## config.mk

```make
export PLATFORM = sky130hd
export DESIGN_NAME = matmul_tile_scheduler_flat
export DESIGN_NICKNAME = d
export VERILOG_FILES = /design/src/rtl/matmul_tile_scheduler_pkg.sv /design/src/rtl/matmul_tile_scheduler_if.sv /design/src/rtl/matmul_tile_scheduler_tile_valid_pipe.sv /design/src/rtl/matmul_tile_scheduler.sv /design/src/flat_wrapper.sv
export SDC_FILE = /design/constraint.sdc
export NUM_CORES = 1
export LEC_CHECK = 0
export ABC_CLOCK_PERIOD_IN_PS = 1550
export BUFFER_PORTS_ARGS = -buffer_cell sky130_fd_sc_hd__buf_2
export CELL_PAD_IN_SITES_DETAIL_PLACEMENT = 1
export CELL_PAD_IN_SITES_GLOBAL_PLACEMENT = 2
export CORE_MARGIN = 1
export CORE_UTILIZATION = 31
export DETAILED_ROUTE_END_ITERATION = 8
export GPL_ROUTABILITY_DRIVEN = 0
export PLACE_DENSITY_LB_ADDON = 0.1
export SYNTH_ARGS = -nofsm -noshare
export SYNTH_HDL_FRONTEND = slang
export SYNTH_SLANG_ARGS = --single-unit
export TNS_END_PERCENT = 30
```

## constraint.sdc

```tcl
create_clock -name clk -period 1.55 [get_ports clk]
set_input_delay 0.2325 -clock clk [delete_from_list [all_inputs] [get_ports clk]]
set_output_delay 0.2325 -clock clk [all_outputs]
set_load 0.01 [all_outputs]
```

## src/rtl/matmul_tile_scheduler_pkg.sv

```systemverilog
// Shared types, default geometry and helpers for the matmul tile scheduler.
package matmul_tile_scheduler_pkg;

  localparam int DEF_INPUT_DIM = 4;
  localparam int DEF_TILE_OUT  = 8;
  localparam int DEF_NUM_TILES = 4;
  localparam int DEF_PRECISION = 8;
  localparam int DEF_LATENCY   = 2;

  typedef enum logic [1:0] {
    IDLE,
    ISSUE,
    DRAIN,
    OUTPUT
  } sched_state_t;

  typedef logic signed [DEF_PRECISION:0]  feat_t;
  typedef logic        [DEF_PRECISION-1:0] res_t;

  // Bank-select width; a single tile still needs one bit.
  function automatic int tile_w(input int n);
    return (n <= 1) ? 1 : $clog2(n);
  endfunction

endpackage

```

## src/rtl/matmul_tile_scheduler_if.sv

```systemverilog
// Bundle of the input, datapath and output handshakes around the scheduler.
interface matmul_tile_scheduler_if #(
  parameter int INPUT_DIM = 4,
  parameter int TILE_OUT  = 8,
  parameter int NUM_TILES = 4,
  parameter int PRECISION = 8
);
  import matmul_tile_scheduler_pkg::*;

  localparam int TW = tile_w(NUM_TILES);

  logic                                         in_valid;
  logic                                         in_ready;
  logic [INPUT_DIM-1:0][PRECISION:0]            in_feature;
  logic [INPUT_DIM-1:0][PRECISION:0]            mm_feature;
  logic [TW-1:0]                                mm_tile_idx;
  logic                                         mm_issue;
  logic [TILE_OUT-1:0][PRECISION-1:0]           mm_result;
  logic                                         out_valid;
  logic                                         out_ready;
  logic [TILE_OUT*NUM_TILES-1:0][PRECISION-1:0] out_vector;
  logic [31:0]                                  vec_count;

  modport master (
    input  in_valid, in_feature, mm_result, out_ready,
    output in_ready, mm_feature, mm_tile_idx, mm_issue, out_valid, out_vector, vec_count
  );

  modport slave (
    output in_valid, in_feature, mm_result, out_ready,
    input  in_ready, mm_feature, mm_tile_idx, mm_issue, out_valid, out_vector, vec_count
  );

endinterface

```

## src/rtl/matmul_tile_scheduler_tile_valid_pipe.sv

```systemverilog
// Delay line mirroring the datapath latency: carries {issue, tile index} to the capture point.
module matmul_tile_scheduler_tile_valid_pipe #(
  parameter int LATENCY = 2,
  parameter int TW      = 2
) (
  input  logic          clk,
  input  logic          rst_n,
  input  logic          vld_i,
  input  logic [TW-1:0] idx_i,
  output logic          vld_o,
  output logic [TW-1:0] idx_o,
  output logic          busy_o
);

  logic [LATENCY-1:0]         vld_q;
  logic [LATENCY-1:0][TW-1:0] idx_q;

  always_ff @(posedge clk or negedge rst_n) begin
    if (!rst_n) begin
      vld_q <= '0;
      idx_q <= '0;
    end else begin
      vld_q[0] <= vld_i;
      idx_q[0] <= idx_i;
      for (int i = 1; i < LATENCY; i++) begin
        vld_q[i] <= vld_q[i-1];
        idx_q[i] <= idx_q[i-1];
      end
    end
  end

  assign vld_o  = vld_q[LATENCY-1];
  assign idx_o  = idx_q[LATENCY-1];
  assign busy_o = |vld_q;

endmodule

```

## src/rtl/matmul_tile_scheduler.sv

```systemverilog
// Time-multiplexes one matmul datapath over NUM_TILES weight banks and assembles
// the full output vector for a valid/ready consumer.
module matmul_tile_scheduler
  import matmul_tile_scheduler_pkg::*;
#(
  parameter int INPUT_DIM = DEF_INPUT_DIM,
  parameter int TILE_OUT  = DEF_TILE_OUT,
  parameter int NUM_TILES = DEF_NUM_TILES,
  parameter int PRECISION = DEF_PRECISION,
  parameter int LATENCY   = DEF_LATENCY
) (
  input logic                     clk,
  input logic                     reset,
  matmul_tile_scheduler_if.master bus
);

  localparam int            TW        = tile_w(NUM_TILES);
  localparam logic [TW-1:0] LAST_TILE = TW'(NUM_TILES - 1);

  sched_state_t                                      state_q;
  logic [TW-1:0]                                     tile_q;
  logic                                              in_ready_q;
  logic                                              mm_issue_q;
  logic                                              out_valid_q;
  logic [INPUT_DIM-1:0][PRECISION:0]                 feat_q;
  logic [NUM_TILES-1:0][TILE_OUT-1:0][PRECISION-1:0] outv_q;
  logic [31:0]                                       vec_count_q;
  logic [31:0]                                       vec_count_d;

  logic          tail_vld;
  logic [TW-1:0] tail_idx;
  logic          pipe_busy;
  logic          drain_done;

  matmul_tile_scheduler_tile_valid_pipe #(
    .LATENCY (LATENCY),
    .TW      (TW)
  ) u_pipe (
    .clk    (clk),
    .rst_n  (reset),
    .vld_i  (mm_issue_q),
    .idx_i  (tile_q),
    .vld_o  (tail_vld),
    .idx_o  (tail_idx),
    .busy_o (pipe_busy)
  );

  assign vec_count_d = vec_count_q + 32'd1;
  // Leave DRAIN on the same edge that captures the final tile, so out_valid is not delayed a cycle.
  assign drain_done  = (tail_vld && (tail_idx == LAST_TILE)) || !pipe_busy;

  always_ff @(posedge clk or negedge reset) begin
    if (!reset) begin
      state_q     <= IDLE;
      tile_q      <= '0;
      in_ready_q  <= 1'b1;
      mm_issue_q  <= 1'b0;
      out_valid_q <= 1'b0;
      feat_q      <= '0;
      outv_q      <= '0;
      vec_count_q <= '0;
    end else begin
      case (state_q)
        IDLE: begin
          if (bus.in_valid) begin
            feat_q     <= bus.in_feature;
            tile_q     <= '0;
            mm_issue_q <= 1'b1;
            in_ready_q <= 1'b0;
            state_q    <= ISSUE;
          end
        end
        ISSUE: begin
          if (tile_q == LAST_TILE) begin
            tile_q     <= '0;
            mm_issue_q <= 1'b0;
            state_q    <= DRAIN;
          end else begin
            tile_q <= tile_q + TW'(1);
          end
        end
        DRAIN: begin
          if (drain_done) begin
            out_valid_q <= 1'b1;
            state_q     <= OUTPUT;
          end
        end
        OUTPUT: begin
          if (bus.out_ready) begin
            out_valid_q <= 1'b0;
            in_ready_q  <= 1'b1;
            vec_count_q <= vec_count_d;
            state_q     <= IDLE;
          end
        end
        default: state_q <= IDLE;
      endcase

      // Capture point: the pipe tail lines up with mm_result for the same pass.
      if (tail_vld) begin
        outv_q[tail_idx] <= bus.mm_result;
      end
    end
  end

  assign bus.in_ready    = in_ready_q;
  assign bus.mm_feature  = feat_q;
  assign bus.mm_tile_idx = tile_q;
  assign bus.mm_issue    = mm_issue_q;
  assign bus.out_valid   = out_valid_q;
  assign bus.out_vector  = outv_q;
  assign bus.vec_count   = vec_count_q;

endmodule

```

## src/flat_wrapper.sv

```systemverilog
// flat-port wrapper written by rule: the top's interface ports become plain ports
module matmul_tile_scheduler_flat import matmul_tile_scheduler_pkg::*;
#(
  parameter int INPUT_DIM = DEF_INPUT_DIM,
  parameter int TILE_OUT  = DEF_TILE_OUT,
  parameter int NUM_TILES = DEF_NUM_TILES,
  parameter int PRECISION = DEF_PRECISION,
  parameter int LATENCY   = DEF_LATENCY
)
  (clk, reset, bus_in_valid, bus_in_feature, bus_mm_result, bus_out_ready, bus_in_ready, bus_mm_feature, bus_mm_tile_idx, bus_mm_issue, bus_out_valid, bus_out_vector, bus_vec_count);
  matmul_tile_scheduler_if #(.INPUT_DIM(INPUT_DIM), .TILE_OUT(TILE_OUT), .NUM_TILES(NUM_TILES), .PRECISION(PRECISION)) bus_i ();
  input logic clk;
  input logic reset;
  input wire logic [$bits(bus_i.in_valid)-1:0] bus_in_valid;
  input wire logic [$bits(bus_i.in_feature)-1:0] bus_in_feature;
  input wire logic [$bits(bus_i.mm_result)-1:0] bus_mm_result;
  input wire logic [$bits(bus_i.out_ready)-1:0] bus_out_ready;
  output wire logic [$bits(bus_i.in_ready)-1:0] bus_in_ready;
  output wire logic [$bits(bus_i.mm_feature)-1:0] bus_mm_feature;
  output wire logic [$bits(bus_i.mm_tile_idx)-1:0] bus_mm_tile_idx;
  output wire logic [$bits(bus_i.mm_issue)-1:0] bus_mm_issue;
  output wire logic [$bits(bus_i.out_valid)-1:0] bus_out_valid;
  output wire logic [$bits(bus_i.out_vector)-1:0] bus_out_vector;
  output wire logic [$bits(bus_i.vec_count)-1:0] bus_vec_count;
  assign bus_i.in_valid = bus_in_valid;
  assign bus_i.in_feature = bus_in_feature;
  assign bus_i.mm_result = bus_mm_result;
  assign bus_i.out_ready = bus_out_ready;
  assign bus_in_ready = bus_i.in_ready;
  assign bus_mm_feature = bus_i.mm_feature;
  assign bus_mm_tile_idx = bus_i.mm_tile_idx;
  assign bus_mm_issue = bus_i.mm_issue;
  assign bus_out_valid = bus_i.out_valid;
  assign bus_out_vector = bus_i.out_vector;
  assign bus_vec_count = bus_i.vec_count;
  matmul_tile_scheduler #(.INPUT_DIM(INPUT_DIM), .TILE_OUT(TILE_OUT), .NUM_TILES(NUM_TILES), .PRECISION(PRECISION), .LATENCY(LATENCY)) u_core (.clk(clk), .reset(reset), .bus(bus_i));
endmodule
```

After elaboration in Yosys (flattened, before gate mapping)

Index checks and enable logic that the tools add are counted.

Add/subtract/negate cells: 2
$mul: 0
Div/mod/pow operators: 0
Order comparisons: 2
Equality and inequality tests: 9
Shift operators: 0
Muxes and demuxes: 20
Bitwise operators: 0
Reduce and logical (&&, ||, !) cells: 16

Operators with widths:

| cell                  | number |
|---|---|
| $bwmux 256            | 1 |
| $demux 64 s2          | 1 |
| $mux 64               | 1 |
| $add 32x1->32 const B | 1 |
| $mux 2                | 6 |
| $reduce_and 3->1      | 3 |
| $eq 2x2->1 const B    | 4 |
| $pmux 2 s4            | 1 |
| $mux 1                | 6 |
| $pmux 1 s2            | 3 |
| $reduce_and 2->1      | 3 |
| $reduce_bool 2->1     | 3 |
| $ne 2x1->1 const B    | 2 |
| $ne 2x2->1 const B    | 2 |
| $pmux 2 s2            | 1 |
| $reduce_and 4->1      | 1 |
| $lt 2x3->1 const B    | 1 |
| $add 2x1->2 const B   | 1 |
| $eq 2x1->1 const B    | 1 |
| $ge 2x1->1 const B    | 1 |
| $logic_and 1x1->1     | 2 |
| $logic_not 2->1       | 1 |
| $reduce_or 2->1       | 1 |
| $logic_not 1->1       | 1 |
| $logic_or 1x1->1      | 1 |

Flip-flop bits (word level): 337
Latch bits: 0
Memory bits (writable): 0
ROM bits: 0
Output and inout bits: 329
Logic and storage cells: 94
Memories kept: 0

Logic depth before layout (Yosys ltp)

Depth after elaboration: 5
Mapped depth: 7
Mapped depth without buffers: 7

Cells and area by module

A second synthesis with hierarchy kept.

Cells, all modules: 801
Area total of the unflattened synthesis: 12894.9 µm²

Modules (own cells, without submodules):

| module                                | instances | cells an instance | area each (µm²) | seq. area each (µm²) |
|---|---|---|---|---|
| matmul_tile_scheduler                 | 1         | 792               | 12723.5         | 8284.2 |
| matmul_tile_scheduler_tile_valid_pipe | 1         | 9                 | 171.4           | 150.1 |

Worst setup path after synthesis

Ideal clock, no wire load.

Path type: flip-flop to flip-flop
Start point: register u_core.state_q[1]
End point: register u_core.vec_count_q[30], in the netlist u_core.bus.vec_count[30]
Library setup time: 125 ps
Data arrival time: 1495 ps
Data required time: 1425 ps
Path slack: -71 ps
Stages on the path, launching flop included: 7
Buffers on the path: 0
Cells stage by stage: dfrtp_1 > ha_1 > nand3_2 > or2_4 > and3b_1 > nand4_1 > xnor2_1

Word-level cells in the longest chain between the ends: 2

Ends and longest elaborated chain:

| what                              | line                        | RTL |
|---|---|---|
| start: declaration                | matmul_tile_scheduler.sv:20 | `sched_state_t state_q;` |
| start signal: assignment          | matmul_tile_scheduler.sv:54 | `state_q <= IDLE;` |
| start signal: assignment          | matmul_tile_scheduler.sv:70 | `state_q <= ISSUE;` |
| start signal: assignment          | matmul_tile_scheduler.sv:77 | `state_q <= DRAIN;` |
| $eq 2x2->1                        | matmul_tile_scheduler.sv:63 | `case (state_q)` |
| $reduce_and 2->1 (no source line) | -                           |  |
| end signal: assignment            | matmul_tile_scheduler.sv:92 | `vec_count_q <= vec_count_d;` |
| end: declaration                  | matmul_tile_scheduler.sv:27 | `logic [31:0] vec_count_q;` |

No other way between the ends.
A chain may end at the register's enable or synchronous reset.

Worst setup path after layout

Ends and elaborated chain as after synthesis.

==> reports/results.tsv <==
stage	metric	value	unit
detailed_routing	route.detailed.drc	0	
finish	regArea	0.00844	sq mm
worst_setup_path	worstSetupEndpointType	flop	
placed_design	hpwl	28000	um
floorplan	fp.dieW	206	um
floorplan	die_h	206	um
logic_synthesis	synth_edf_count	0	
timing	hold_slack	0.0870	ns
worst_setup_path	crit_type	flop to flop	
logic_synthesis	syn-num-nets	908	
logic_synthesis	ys_seq_elements	337	
finish	nNetsFinal	1534	
worst_setup_path	crit_chain	ha_4 > nand3_4 > or2_4 > and3b_2 > nand4_1 > xnor2_1	
timing	rsz0062_at_grt	yes	
timing	timing.final.ws_setup	-0.102	ns
floorplan	die_area	0.0423	sq mm
global_route	grt_max_degree	81	
worst_setup_path	path_buf_inv	0	
logic_synthesis	yosys_warnings	0	
timing	fin_crit_sh	107	%
timing	setup_viol	13	
logic_synthesis	synthArstFlopShare	100	%
placed_design	placed_area	0.0163	sq mm
logic_synthesis	synth_top_area_share	65.4	%
global_route	track_usage	18.8	%
timing	hold_viol	0	
global_route	overflow	0	
detailed_routing	vias_per_cell	4.57	
outcome	outcome	complete, but fails checks	
global_route	antenna_found_initial	2	
clocking	insertion_delay	0.54	ns
power_and_ir_drop	p_leak	9.05	nW
detailed_routing	initialDrtViolationCount	288	
timing	maxSlewHeadroom	68.6	%
logic_synthesis	synth_area_leaders	dfrtp_1, mux2_2, xnor2_1	
worst_setup_path	crit_required	1.97	ns
outcome	violations	negative setup slack	
worst_setup_path	start_kind	flop	
detailed_routing	routedWlPerCell	20.0	um
power_and_ir_drop	irDropWorstVdd	0.956	mV
detailed_routing	dr.pass1.iters	4	
timing	tns	-0.629	ns
global_route	grt_pass1_wl	60000	um
power_and_ir_drop	powerDensity	2220	mW/mm^2
clocking	clk_pin_slew	0.06	ns
finish	stdcell_area	0.0189	sq mm
power_and_ir_drop	power.total	42.0	mW
global_route	grt_pass1_vias	9702	
clocking	cts_root_buf	clkbuf_16	
logic_synthesis	synth_top_area_cell	dfrtp_1	
timing	finalClockSkew	0.00868	ns
logic_synthesis	synth_common_cells	dfrtp_1, mux2_2, buf_2	
worst_setup_path	critPathArrivalTime	2.07	ns
clocking	cts_tree	yes	
worst_setup_path	crit_slowest_cell	dfrtp_2	
finish	fillers	4232	
detailed_routing	routed_wl	39700	um
logic_synthesis	synth_cells	798	
timing	period_minus_slack	1.65	ns
finish	utilization	46.4	%
worst_setup_path	crit_family	simple AND/OR/NAND/NOR gates	
logic_synthesis	syn_area_per_cell	16.1	sq um
logic_synthesis	synthesis.area	0.0128	sq mm
floorplan	coreArea	0.0408	sq mm
timing	max_freq	0.605	GHz
finish	multi_input_area	0.00442	sq mm
timing	slew_violations	0	
logic_synthesis	yosys.cell_count.top_type	dfrtp_1	
floorplan	row_count	74	
hold_path	min_path_type	primary input to flop	
detailed_routing	postRouteAntennaNets	0	
logic_synthesis	ys_types	40	
worst_setup_path	crit_fanout	4	
placed_design	port_buffers	432	
clocking	clock-sinks	337	
floorplan	initial_core_util	31.5	%
flow_run	drv_cap	0	
clocking	htreeDepth	2	
timing	tightest_slew	0.466	ns
finish	area_delta_synth_final	47.4	%
logic_synthesis	ys.flop_type	dfrtp_1	
logic_synthesis	ys_seq_area_share	65.6	%
worst_setup_path	cp_slowest_stage_delay	0.42	ns
finish	layout-drive-gt1-share	63.4	%
detailed_routing	via_count	9039	
floorplan	io_pins	433	
clocking	cts_buffers	40	
clocking	cts.path.max_buffers	3	
-- repair_timing --
action / in CTS / in global routing
hold buffers: 101 / 0
cloned: 1 / 0
resized for setup: 21 / 28
hold endpoints to repair: 502 / 0
setup endpoints to repair: 57 / 134
pin swaps: 10 / 13
setup buffers: 4 / 7
-- logic make-up after synthesis --
logic type / share of synthesized area [%]
buf+inv: 1.50
compound gates: 0.614
xor+xnor: 2.11
simple gates: 3.47
mux: 26.1
flops: 65.6
fa+ha+maj: 0.584
-- final cells by class --
cell class,count,area share (%)
sequential,337,44.6
multi-input combinational,421,23.3
timing repair buffer,618,21.5
clock buffer,57,6.37
tap,532,3.52
clock inverter,6,0.555
inverter,6,0.119
antenna,1,0.0132
-- tightest hold or removal path, cell delays in order --
cell,delay (ns)
buf_2,0.15
mux2i_1,0.15
a2bb2oi_1,0.07
-- path summary, 6_finish.rpt --
path | startpoint | end | slack, ns | cells past startpoint
max | u_core.state_q[1] | u_core.bus.vec_count[30] | -0.10 | 6
min | bus_in_valid | u_core.bus.in_ready | 0.09 | 3
max reg2reg | u_core.state_q[1] | u_core.bus.vec_count[30] | -0.10 | 6
min reg2reg | u_core.u_pipe.idx_q[0] | u_core.u_pipe.idx_o[0] | 0.35 | 0
max in group asynchronous | reset | u_core.bus.out_vector[184] | 0.58 | 3
min in group asynchronous | reset | u_core.u_pipe.vld_q[1] | 0.21 | 2
-- placed cells by master, fill, tap and decap left out, drive strengths merged, types with 2 or more instances in the layout --
master         n
buf          517
clkinv         3
mux2         294
nand4          7
nand3          7
nor2          10
dlygate4sd3  101
or2            2
xnor2         19
and3           8
a32oi          2
dfrtp        336
nand2         24
o21ai          6
nor3b          2
nand3b         2
clkbuf        57
inv            6
nor3           4
bufinv         3
mux2i          4
xor2          12
nor4           3
ha             6
-- layer usage --
| layer | up-vias | GRT usage, % | part of all wire [%] |
|---|---|---|---|
| li1 | 4061 | - | - |
| met5 | - | 0 | 0.020 |
| met1 | 4672 | 23.5 | 41 |
| met2 | 241 | 31.6 | 50 |
| met3 | 63 | 4.56 | 5.6 |
| met4 | 2 | 6.24 | 2.8 |
-- flip-flops by register name (all words and copies together), names as in the netlist --
register                flops
u_core.u_pipe.vld_q         2
u_core.bus.out_valid        1
u_core.bus.out_vector     256
u_core.bus.in_ready         1
u_core.u_pipe.idx_q         2
u_core.bus.mm_issue         1
u_core.u_pipe.idx_o         2
u_core.bus.vec_count       32
u_core.state_q              2
u_core.bus.mm_feature      36
u_core.bus.mm_tile_idx      2
-- through the flow --
step | cells | setup slack (ns)
finish | 1978 | -0.102
global route | 1977 | -0.186
CTS | 1970 | -0.140
detailed placement | 1801 | -0.198
global placement | 1801 | -0.130
floorplan | 798 | -0.0527
-- power breakdown --
part	internal, mW	switching, mW
logic	8.96	8.43
clock network	5.84	3.59
registers	13.1	2.05
total	27.9	14.1
(Power assumes the default switching activity.)
